==> config.mk <==
export PLATFORM = sky130hd
export DESIGN_NAME = register_unit
export DESIGN_NICKNAME = d
export VERILOG_FILES = /design/src/rtl/register_unit.sv
export SDC_FILE = /design/constraint.sdc
export NUM_CORES = 1
export LEC_CHECK = 0
export CORE_ASPECT_RATIO = 1.1
export CORE_MARGIN = 2
export CORE_UTILIZATION = 55
export DETAILED_ROUTE_END_ITERATION = 8
export PLACE_DENSITY = 0.87
export SLEW_MARGIN = 20
export SYNTH_ARGS = -nofsm -noshare
export SYNTH_HDL_FRONTEND = slang
export SYNTH_SLANG_ARGS = --single-unit
==> constraint.sdc <==
create_clock -name clock -period 5.2 [get_ports clock]
set_input_delay 0.78 -clock clock [delete_from_list [all_inputs] [get_ports clock]]
set_output_delay 0.78 -clock clock [all_outputs]
set_load 0.01 [all_outputs]
==> src/rtl/register_unit.sv <==
// General datapath register: multi-source load, in-place inc/dec/shift,
// and a small LIFO save/restore stack with a sticky error flag.
`ifndef DEFAULT_WIDTH
`define DEFAULT_WIDTH 8
`endif

module register_unit #(
  parameter int n           = `DEFAULT_WIDTH,
  parameter int SOURCES     = 4,
  parameter int SEL_W       = (SOURCES > 1) ? $clog2(SOURCES) : 1,
  parameter int DEPTH       = 2,
  parameter logic [n-1:0] RESET_VALUE = '0
) (
  input  logic                 clock,
  input  logic                 reset,
  input  logic [2:0]           op,
  input  logic [SEL_W-1:0]     select,
  input  logic [SOURCES*n-1:0] in_bus,
  input  logic                 err_clear,
  output logic [n-1:0]         out,
  output logic                 carry,
  output logic                 zero,
  output logic                 stack_full,
  output logic                 stack_empty,
  output logic                 error
);

  localparam int CW = $clog2(DEPTH + 1);

  typedef enum logic [2:0] {
    OP_HOLD = 3'd0,
    OP_LOAD = 3'd1,
    OP_INC  = 3'd2,
    OP_DEC  = 3'd3,
    OP_SHL  = 3'd4,
    OP_SHR  = 3'd5,
    OP_PUSH = 3'd6,
    OP_POP  = 3'd7
  } op_e;

  logic [n-1:0]  out_q, out_d;
  logic          carry_q, carry_d;
  logic          err_q, err_d;
  logic          err_set;
  logic [CW-1:0] cnt_q, cnt_d;
  logic [n-1:0]  stk_q [DEPTH];
  logic [n-1:0]  stk_d [DEPTH];

  logic [n-1:0]  ld_val;
  logic [n-1:0]  pop_val;
  logic          sel_bad;
  logic          full;
  logic          empty;
  logic [n:0]    inc_sum;
  logic [n:0]    dec_sum;

  assign full    = (cnt_q == CW'(DEPTH));
  assign empty   = (cnt_q == '0);
  assign sel_bad = ({1'b0, select} >= (SEL_W+1)'(SOURCES));
  assign inc_sum = {1'b0, out_q} + {{n{1'b0}}, 1'b1};
  assign dec_sum = {1'b0, out_q} - {{n{1'b0}}, 1'b1};

  always_comb begin
    ld_val = '0;
    for (int k = 0; k < SOURCES; k++) begin
      if ((SEL_W+1)'(k) == {1'b0, select}) ld_val = in_bus[k*n +: n];
    end
  end

  always_comb begin
    pop_val = '0;
    for (int i = 0; i < DEPTH; i++) begin
      if (CW'(i) == cnt_q - CW'(1)) pop_val = stk_q[i];
    end
  end

  always_comb begin
    out_d   = out_q;
    carry_d = carry_q;
    cnt_d   = cnt_q;
    err_set = 1'b0;
    for (int i = 0; i < DEPTH; i++) stk_d[i] = stk_q[i];
    case (op_e'(op))
      OP_HOLD: ;
      OP_LOAD: begin
        if (sel_bad) begin
          err_set = 1'b1;
        end else begin
          out_d   = ld_val;
          carry_d = 1'b0;
        end
      end
      OP_INC: {carry_d, out_d} = inc_sum;
      OP_DEC: {carry_d, out_d} = dec_sum;
      OP_SHL: begin
        out_d   = {out_q[n-2:0], 1'b0};
        carry_d = out_q[n-1];
      end
      OP_SHR: begin
        out_d   = {1'b0, out_q[n-1:1]};
        carry_d = out_q[0];
      end
      OP_PUSH: begin
        if (full) begin
          err_set = 1'b1;
        end else begin
          for (int i = 0; i < DEPTH; i++) begin
            if (CW'(i) == cnt_q) stk_d[i] = out_q;
          end
          cnt_d = cnt_q + CW'(1);
        end
      end
      OP_POP: begin
        if (empty) begin
          err_set = 1'b1;
        end else begin
          out_d   = pop_val;
          carry_d = 1'b0;
          cnt_d   = cnt_q - CW'(1);
        end
      end
      default: ;
    endcase
  end

  // a new error on the same edge beats the clear
  always_comb begin
    err_d = err_q;
    if (err_clear) err_d = 1'b0;
    if (err_set)   err_d = 1'b1;
  end

  always_ff @(posedge clock or negedge reset) begin
    if (!reset) begin
      out_q   <= RESET_VALUE;
      carry_q <= 1'b0;
      err_q   <= 1'b0;
      cnt_q   <= '0;
      for (int i = 0; i < DEPTH; i++) stk_q[i] <= '0;
    end else begin
      out_q   <= out_d;
      carry_q <= carry_d;
      err_q   <= err_d;
      cnt_q   <= cnt_d;
      for (int i = 0; i < DEPTH; i++) stk_q[i] <= stk_d[i];
    end
  end

  assign out         = out_q;
  assign carry       = carry_q;
  assign zero        = (out_q == '0);
  assign stack_full  = full;
  assign stack_empty = empty;
  assign error       = err_q;

endmodule

-- Word-level counts from Yosys, hierarchy flattened
Cells that the tools add are included.
- flip-flop bits (word level): 28
- bits in latches: 0
- memory bits (writable): 0
- bits in read-only memories: 0
- bits of input ports: 40
- output and inout bits: 13
- logic and storage cells: 55
- memories kept: 0
- add/sub/neg operators: 4
- multiply operators: 0
- div/mod/pow operators: 0
- $lt $le $gt $ge: 0
- equal/unequal tests: 15
- shift-type cells: 0
- mux-type cells: 18
- bitwise logic cells: 1
- reduce and logical (&&, ||, !) cells: 11
- operators with widths (cell ; count):
    $mux 8 ; 7
    $pmux 8 s6 ; 1
    $eq 3x3->1 const B ; 4
    $add 8x1->9 const B ; 1
    $reduce_and 3->1 ; 3
    $sub 8x1->9 const B ; 1
    $logic_not 8->1 ; 1
    $eq 1x2->1 const A ; 3
    $eq 3x2->1 const B ; 2
    $logic_not 2->1 ; 3
    $pmux 1 s6 ; 1
    $reduce_bool 6->1 ; 1
    $mux 1 ; 5
    $eq 2x2->1 const A ; 2
    $mux 2 ; 2
    $ne 2x2->1 const B ; 2
    $pmux 2 s2 ; 1
    $reduce_bool 2->1 ; 2
    $eq 3x1->1 const B ; 1
    $add 2x1->2 const B ; 1
    $eq 2x2->1 const B ; 1
    $pmux 1 s2 ; 1
    $reduce_and 2->1 ; 1
    $sub 2x1->2 const B ; 1
    $not 1->1 ; 1

-- Depth between registers and ports, before layout
Gate-level depths: netlist of the first run.
- word-level depth: 6
- gate-level depth with buffers: 8
- mapped depth without buffers: 7

-- Worst setup path after synthesis of the first run
OpenSTA, ideal clock, no wires.
- path kind: reg-to-output
- start: register out_q[0], in the netlist out[0]
- end: output port zero
- arrival time: 1.344 ns
- data required time: 4.420 ns
- slack: 3.076 ns
- cell stages (with the launch flop): 6
- path buffers: 1
- path through: dfrtp_1 -> buf_2 -> inv_1 -> ha_1 -> nand3_1 -> nor3_1
- word-level cells in the longest chain between the ends: 1
- RTL lines (what ; RTL line ; source):
    start, declared ; 41 ; logic [n-1:0] out_q, out_d;
    start signal, assigned ; 141 ; out_q <= out_d;
    $logic_not 8->1 ; 151 ; assign zero = (out_q == '0);
    end, declared ; 22 ; output logic zero,
No other way between the ends.

-- Worst setup path after layout of the first run
- start: register out_q[2], in the netlist out[2]
- end: output port zero
The elaborated chain is that of the path after synthesis.

==> results of run 1 <==
-- final cells by class --
cell class	instances	area, um^2
sequential	28	701
clock buffer	4	55.1
multi-input combinational	188	1440
fill	318	1150
tap	52	65.1
timing repair buffer	55	543
inverter	11	41.3
-- per-stage QoR --
step / area [um^2] / setup WS (ns) / power, uW
final: 2850 / 1.96 / 975
after global routing: 2850 / 1.90 / 1040
after CTS: 2850 / 2.02 / 971
after detailed placement: 2790 / 2.12 / 834
after global placement: 2790 / 2.17 / 818
after floorplan: 2290 / 3.08 / 669
-- placed cells by master (no fill, tap or decap), drive strengths merged, types with 8 or more instances in the layout --
cell type	count
nand2	19
clkdlybuf4s50	52
a21oi	8
ha	8
inv	11
o21ai	24
dfrtp	28
nor2	18
mux2	14
-- sequential cells by signal, summed over array words and instances, names as in the netlist --
| name | cells |
|---|---|
| stk_q | 16 |
| carry | 1 |
| error | 1 |
| cnt_q | 2 |
| out | 8 |
-- logic make-up (layout without fill, tap and decap cells) --
| family | count (synthesis) | in the layout | share of synthesized area, % |
|---|---|---|---|
| simple gates | 77 | 77 | 18.3 |
| compound gates | 75 | 75 | 23.0 |
| buf+inv | 29 | 70 | 6.40 |
| flops | 28 | 28 | 30.6 |
| mux | 23 | 23 | 15.5 |
| fa+ha+maj | 8 | 8 | 4.37 |
| xor+xnor | 5 | 5 | 1.91 |
-- power by group --
part	internal [uW]	switching (uW)	total, uW
clock	67.9	72.3	140
combinational	225	219	444
sequential	296	94.8	390
-- tightest hold or removal path, delay by kind of cell (launching register included) --
kind / cells / cell delay, ns
flip-flops: 1 / 0.36
AND/OR/NAND/NOR: 1 / 0.05
AO/OA/AOI/OAI: 1 / 0.06
-- worst paths after layout --
kind / slack (ns) / cells past startpoint / end
setup / recovery: 1.96 / 4 / zero
hold / removal: 0.50 / 2 / stk_q[8]
setup reg to reg: 2.88 / 7 / out[6]
hold reg to reg: 0.50 / 2 / stk_q[8]
max in group asynchronous: 4.06 / 2 / out[4]
min in group asynchronous: 0.86 / 2 / stk_q[7]
-- routing by layer --
metal | GRT usage, % | wire [um]
met5 | 0 | 0
met4 | 13.7 | 236
met3 | 3.30 | 513
met2 | 44.1 | 2820
met1 | 36.0 | 2370
==> impl_metrics.json, run 1 <==
{
  "timing.final.crit_share_pct": 62.3,
  "crit_fanout": 17,
  "synth-edff-count": 0,
  "syn-num-nets": 293,
  "synth-seq-cells": 28,
  "setup_tns_ns": 0,
  "floorplan.die_area_mm2": 0.00469,
  "cap_viol_max_count": 0,
  "pin_count": 53,
  "clk_latency_ns": 0.28,
  "route.detailed.drc": 0,
  "grt_start_max_net_pins": 34,
  "fin_cells": 338,
  "cts_setup_buffers": 0,
  "nets": 335,
  "cts_tree": "done",
  "syn_inst": 245,
  "setup_viol": 0,
  "leakage_uw": 0.00115,
  "cts_htree_levels": 1,
  "min-delay-start": "stk_q[8]",
  "critPathRequiredTime_ns": 4.42,
  "synth.distinct_cells": 57,
  "whs_ns": 0.499,
  "globalplace.congestion": 0.905,
  "cpLargestDelayFamily": "simple AND/OR/NAND/NOR gates",
  "placed_cells": 334,
  "vias_per_cell": 6.50,
  "worst_pin_slew_ns": 0.719,
  "hp-class": "reg2reg",
  "synthFlopType": "dfrtp_1",
  "avgRoutedWirePerCell_um": 17.6,
  "yosys.area.top_type_share_pct": 30.6,
  "antenna_found_initial": 0,
  "grt_pass1_vias": 2145,
  "antenna_cells": 0,
  "synth.area.top_cells": "dfrtp_1, mux2_2, o21ai_0, mux4_1, ha_1",
  "netlist_area_mm2": 0.00229,
  "crit_path_start_kind": "flop",
  "drive_above_1_share_pct": 11.2,
  "area_growth_pct": 24.4,
  "die_h_um": 71.7,
  "fin_crit_ns": 3.24,
  "slew_headroom_pct": 51.9,
  "critPathArrivalTime_ns": 2.46,
  "status": "completed",
  "ir_worst_vdd_mv": 0.160,
  "crit_path_max_incr_delay_ns": 0.63,
  "crit_slowest_cell": "dfrtp_1",
  "hold_viol_final": 0,
  "overflow": 0,
  "skew_ns": 0.00419,
  "ant_nets": 0,
  "synthMostInstantiatedCell": "dfrtp_1",
  "drt_wl_total_mm": 5.94,
  "path_buf_inv": 1,
  "p_per_area_mw_per_mm2": 343,
  "portBuffers": 52,
  "worstSetupEndpointType": "primary output",
  "rsz0062_at_grt": "no",
  "dr.pass1.iters": 7,
  "die_w_um": 65.5,
  "num_vias": 2196,
  "final_util_pct": 71.3,
  "drtIter0Drc": 176,
  "cts_sinks": 28,
  "yosysSeqAreaShare_pct": 30.6,
  "grt_pass1_wl_mm": 10.1,
  "synth_async_sr_flop_share_pct": 100,
  "grt_usage_pct": 27.2,
  "startpoint": "out[2]",
  "core_mm2": 0.00399,
  "hold_buffers": 0,
  "synth_largest_area_cell": "dfrtp_1",
  "critPathKind": "reg2out",
  "cp_common_cell": "nor3_1",
  "post_cts_resized": 0,
  "slew_viol_final": 0,
  "synth_common_cells": "dfrtp_1, o21ai_0, nand2_1",
  "clk_transition_reported_paths_ns": 0.10,
  "root_buffer": "clkbuf_8",
  "dp_hpwl_mm": 4.50,
  "r2r-start": "cnt_q[0]",
  "rows": 24,
  "worstPathCellList": "nor3_1, nand3_1, nor3_1, clkdlybuf4s50_1",
  "syn_avg_cell_area_um2": 9.34,
  "clock_path_buffers": 2,
  "initial_utilization_pct": 57.3,
  "ys_warn_count": 0,
  "numCtsBuffers": 3,
  "max_freq_mhz": 309
}
(Power assumes the default switching activity.)
==> run 2: changes to the inputs <==
- CORE_UTILIZATION: 55 -> 46
- PLACE_DENSITY: 0.87 -> 0.77
- clock period: 5.2 -> 2.8 ns (I/O delays scaled with it)
==> run 2 against run 1 <==
Hold slack got worse by 0.0065 ns; global-route usage decreased by 2.9 points; design area increased by 5.1%; register-to-register slack got worse by 2.3 ns; critical path depth increased by 1; largest cell class unchanged.
==> impl_metrics.json, run 2 (synthesis results as in run 1) <==
{
  "ant_nets": 0,
  "portBuffers": 52,
  "globalplace.congestion": 0.927,
  "grt_start_max_net_pins": 30,
  "hold_buffers": 0,
  "avgRoutedWirePerCell_um": 18.1,
  "max_freq_mhz": 409,
  "worstSetupEndpointType": "primary output",
  "setup_tns_ns": 0,
  "drt_wl_total_mm": 6.42,
  "ir_worst_vdd_mv": 0.279,
  "status": "completed",
  "floorplan.die_area_mm2": 0.00556,
  "core_mm2": 0.00472,
  "hold_viol_final": 0,
  "drive_above_1_share_pct": 15.1,
  "root_buffer": "clkbuf_8",
  "slew_viol_final": 0,
  "place_area_mm2": 0.00292,
  "largest_reg_flops": 16,
  "cts_setup_buffers": 0,
  "drtIter0Drc": 171,
  "antenna_found_initial": 0,
  "crit_fanout": 4,
  "num_vias": 2225,
  "mostFrequentLayoutCell": "clkdlybuf4s50_1",
  "critPathKind": "reg2out",
  "dr.pass1.iters": 5,
  "cap_viol_max_count": 0,
  "setup_viol": 0,
  "setup_slack_ns": 0.355,
  "cts_tree": "done",
  "worst_pin_slew_ns": 0.637,
  "r2r_slack_ns": 0.55,
  "min_to": "stk_q[9]",
  "critPathRequiredTime_ns": 2.38,
  "route.detailed.drc": 0,
  "min-delay-start": "stk_q[9]",
  "rsz0062_at_grt": "no",
  "numCtsBuffers": 3,
  "leakage_uw": 0.00123,
  "overflow": 0,
  "largest_register": "stk_q",
  "r2r-end": "out[6]",
  "crit_path_start_kind": "flop",
  "grt_usage_pct": 24.3,
  "final_area_mm2": 0.00299,
  "antenna_cells": 0,
  "placed_cells": 351,
  "r2r-start": "cnt_q[0]",
  "area_growth_pct": 30.7,
  "clk_transition_reported_paths_ns": 0.10,
  "post-place-ws_ns": 0.301,
  "grt_pass1_vias": 2188,
  "cts_sinks": 28,
  "post_cts_resized": 0,
  "initial_utilization_pct": 48.5,
  "die_h_um": 78.0,
  "die_w_um": 71.3,
  "worstRegToRegCells": 7,
  "layout_common_cells": "clkdlybuf4s50_1, dfrtp_1, o21ai_0, nand2_1, nor2_1",
  "grt_pass1_wl_mm": 10.6,
  "skew_ns": 0.00193,
  "clk_latency_ns": 0.28,
  "fin_cells": 355,
  "pin_count": 53,
  "fin_crit_ns": 2.44,
  "nets": 348,
  "vias_per_cell": 6.27,
  "whs_ns": 0.493,
  "worstHoldPathCells": 2,
  "timing.final.crit_share_pct": 87.3,
  "cts_htree_levels": 1,
  "dp_hpwl_mm": 4.84,
  "rows": 26,
  "slew_headroom_pct": 57.4,
  "critPathArrivalTime_ns": 2.02,
  "hp-class": "reg2reg",
  "p_per_area_mw_per_mm2": 653,
  "clock_path_buffers": 2
}
==> run 2: cell type report <==
type                       count  area, um^2
tap                           56        70.1
clock inverter                 1        30.0
multi-input combinational    188        1440
timing repair buffer          68         666
inverter                      11        41.3
clock buffer                   3        41.3
fill                         390        1730
sequential                    28         701
==> run 2: stage by stage <==
stage	util [%]	power, uW
after floorplan	-	1240
after global placement	61.9	1600
after detailed placement	61.9	1620
after CTS	63.4	1950
after global routing	63.4	2080
final	63.4	1950
==> run 2: worst max path at each step <==
stage          startpoint      to
2_1_floorplan    cnt_q[0]  out[6]
3_3_place_gp        op[2]  out[6]
3_5_place_dp        op[2]  out[6]
4_1_cts            out[2]    zero
5_1_grt            out[2]    zero
6_report           out[2]    zero
==> run 2: per-layer routing <==
layer | GRT usage, % | wire length, um
met1 | 32.0 | 2670
met2 | 42.1 | 3250
met3 | 2.08 | 399
met4 | 7.36 | 95
met5 | 0 | 0
==> run 2: power breakdown <==
| group | internal (uW) | total (uW) | switching [uW] |
|---|---|---|---|
| sequential | 550 | 656 | 106 |
| clock | 192 | 330 | 138 |
| combinational | 467 | 966 | 498 |
==> run 2: critical path: stages (launching register included) <==
cell             delay (ns)
dfrtp_1                0.39
nor3_1                 0.20
buf_4                  0.17
nand3_1                0.11
nor3_1                 0.27
clkdlybuf4s50_1        0.61
==> run 3: changes to the inputs <==
- CORE_ASPECT_RATIO: 1.1 -> 0.8
- SLEW_MARGIN: 20 -> 30
==> run 3 against run 2 <==
Highest routed layer unchanged; non-clock buffer count did not move; cell count rose by 0.85%; critical path depth fell by 1; hold slack improved by 0.0067 ns; clock power fell by 31%; design area fell by 1.7%.
==> impl_metrics.json, run 3 (synthesis results as in run 1) <==
{
  "avgRoutedWirePerCell_um": 18.4,
  "clock_path_buffers": 2,
  "max_freq_mhz": 392,
  "antenna_cells": 0,
  "cts_htree_levels": 1,
  "cts_sinks": 28,
  "critPathArrivalTime_ns": 2.13,
  "ant_nets": 0,
  "mostFrequentLayoutCell": "clkdlybuf4s50_1",
  "vias_per_cell": 6.28,
  "antenna_found_initial": 0,
  "final_util_pct": 62.8,
  "status": "completed",
  "worst_pin_slew_ns": 0.658,
  "numCtsBuffers": 3,
  "overflow": 0,
  "p_per_area_mw_per_mm2": 621,
  "largest_register": "stk_q",
  "swShare_pct": 40.2,
  "cpLargestDelayFamily": "simple AND/OR/NAND/NOR gates",
  "portBuffers": 52,
  "skew_ns": 0.0154,
  "hold_buffers": 0,
  "grt_pass1_wl_mm": 10.8,
  "cp_common_cell": "nor3_1",
  "drtIter0Drc": 230,
  "worstSetupEndpointType": "primary output",
  "grt_usage_pct": 24.7,
  "slew_viol_final": 0,
  "hp-class": "reg2reg",
  "grt_start_max_net_pins": 29,
  "setup_tns_ns": 0,
  "critPathRequiredTime_ns": 2.38,
  "area_growth_pct": 28.5,
  "dp_hpwl_mm": 4.93,
  "setup_viol": 0,
  "route.detailed.drc": 0,
  "drt_wl_total_mm": 6.58,
  "leakage_uw": 0.00121,
  "dr.pass1.iters": 5,
  "largest_reg_flops": 16,
  "die_h_um": 67.1,
  "post_cts_resized": 0,
  "die_w_um": 82.9,
  "cap_viol_max_count": 0,
  "path_buf_inv": 1,
  "worstPathCellList": "nor3_1, nand3_1, nor3_1, clkdlybuf4s50_1",
  "root_buffer": "clkbuf_8",
  "timing.final.crit_share_pct": 91.2,
  "post-place-ws_ns": 0.281,
  "nets": 348,
  "critPathKind": "reg2out",
  "initial_utilization_pct": 48.9,
  "p_int_uw": 1090,
  "setup_slack_ns": 0.248,
  "power_uw": 1830,
  "switchingPower_uw": 734,
  "fin_crit_ns": 2.55,
  "rsz0062_at_grt": "no",
  "globalplace.congestion": 0.966,
  "hold_viol_final": 0,
  "num_vias": 2247,
  "power.share.clock_pct": 12.5,
  "clk_latency_ns": 0.28,
  "cts_tree": "done",
  "crit_path_start_kind": "flop",
  "floorplan.die_area_mm2": 0.00556,
  "power_frac_comb_pct": 50.6,
  "rows": 22,
  "pwr-share-seq_pct": 36.8,
  "core_mm2": 0.00468,
  "pin_count": 53,
  "cts_setup_buffers": 0,
  "ir_worst_vdd_mv": 0.477,
  "layout_common_cells": "clkdlybuf4s50_1, dfrtp_1, o21ai_0, nand2_1, nor2_1",
  "crit_slowest_cell": "clkdlybuf4s50_1",
  "drive_above_1_share_pct": 14.8,
  "slew_headroom_pct": 56.0,
  "grt_pass1_vias": 2072,
  "clk_transition_reported_paths_ns": 0.09,
  "crit_fanout": 9,
  "crit_path_max_incr_delay_ns": 0.59
}
## run 3: final timing paths
check                         start   endpoint  slack, ns  cells after the start
setup / recovery             out[4]       zero       0.25                      4
hold reg to reg            stk_q[8]   stk_q[8]       0.50                      2
min in group asynchronous     reset   cnt_q[1]       0.52                      2
hold / removal             stk_q[8]   stk_q[8]       0.50                      2
setup reg to reg           cnt_q[0]     out[6]       0.52                      7
max in group asynchronous     reset  stk_q[14]       1.99                      2
## run 3: layout make-up
class                      count  area (um^2)
clock buffer                   3         41.3
fill                         428         1740
inverter                      11         41.3
multi-input combinational    188         1440
sequential                    28          701
tap                           60         75.1
timing repair buffer          68          641
## run 3: power by group through the flow
stage | Combinational, uW | Sequential (uW) | Clock (uW)
detailed placement | 909 | 679 | 0
global placement | 898 | 672 | 0
floorplan | 591 | 652 | 0
CTS | 914 | 669 | 231
finish | 925 | 673 | 229
global route | 1020 | 694 | 251
## run 3: worst reg2reg max path, stage by stage (launching register included)
cell and delay (ns):
dfrtp_1 0.43, inv_1 0.10, ha_1 0.41, nor2b_1 0.41, a221oi_1 0.19, o41ai_1 0.32
nor3_1 0.08, a311oi_1 0.23
## run 3: per-stage QoR
stage | hold WS [ns] | cells | area, um^2
final | 0.499 | 358 | 2940
after global routing | 0.534 | 358 | 2940
after CTS | 0.503 | 358 | 2940
after detailed placement | 0.480 | 355 | 2900
after global placement | 0.467 | 355 | 2900
after floorplan | 0.124 | 245 | 2290
## run 3: per-layer routing
metal / GRT usage (%) / vias to the layer above / part of all wire [%]
met1: 35.1 / 1082 / 45
met2: 38.4 / 114 / 45
met5: 0 / - / 0
met4: 4.30 / 0 / 1.2
li1: - / 1041 / -
met3: 6.32 / 10 / 9.5
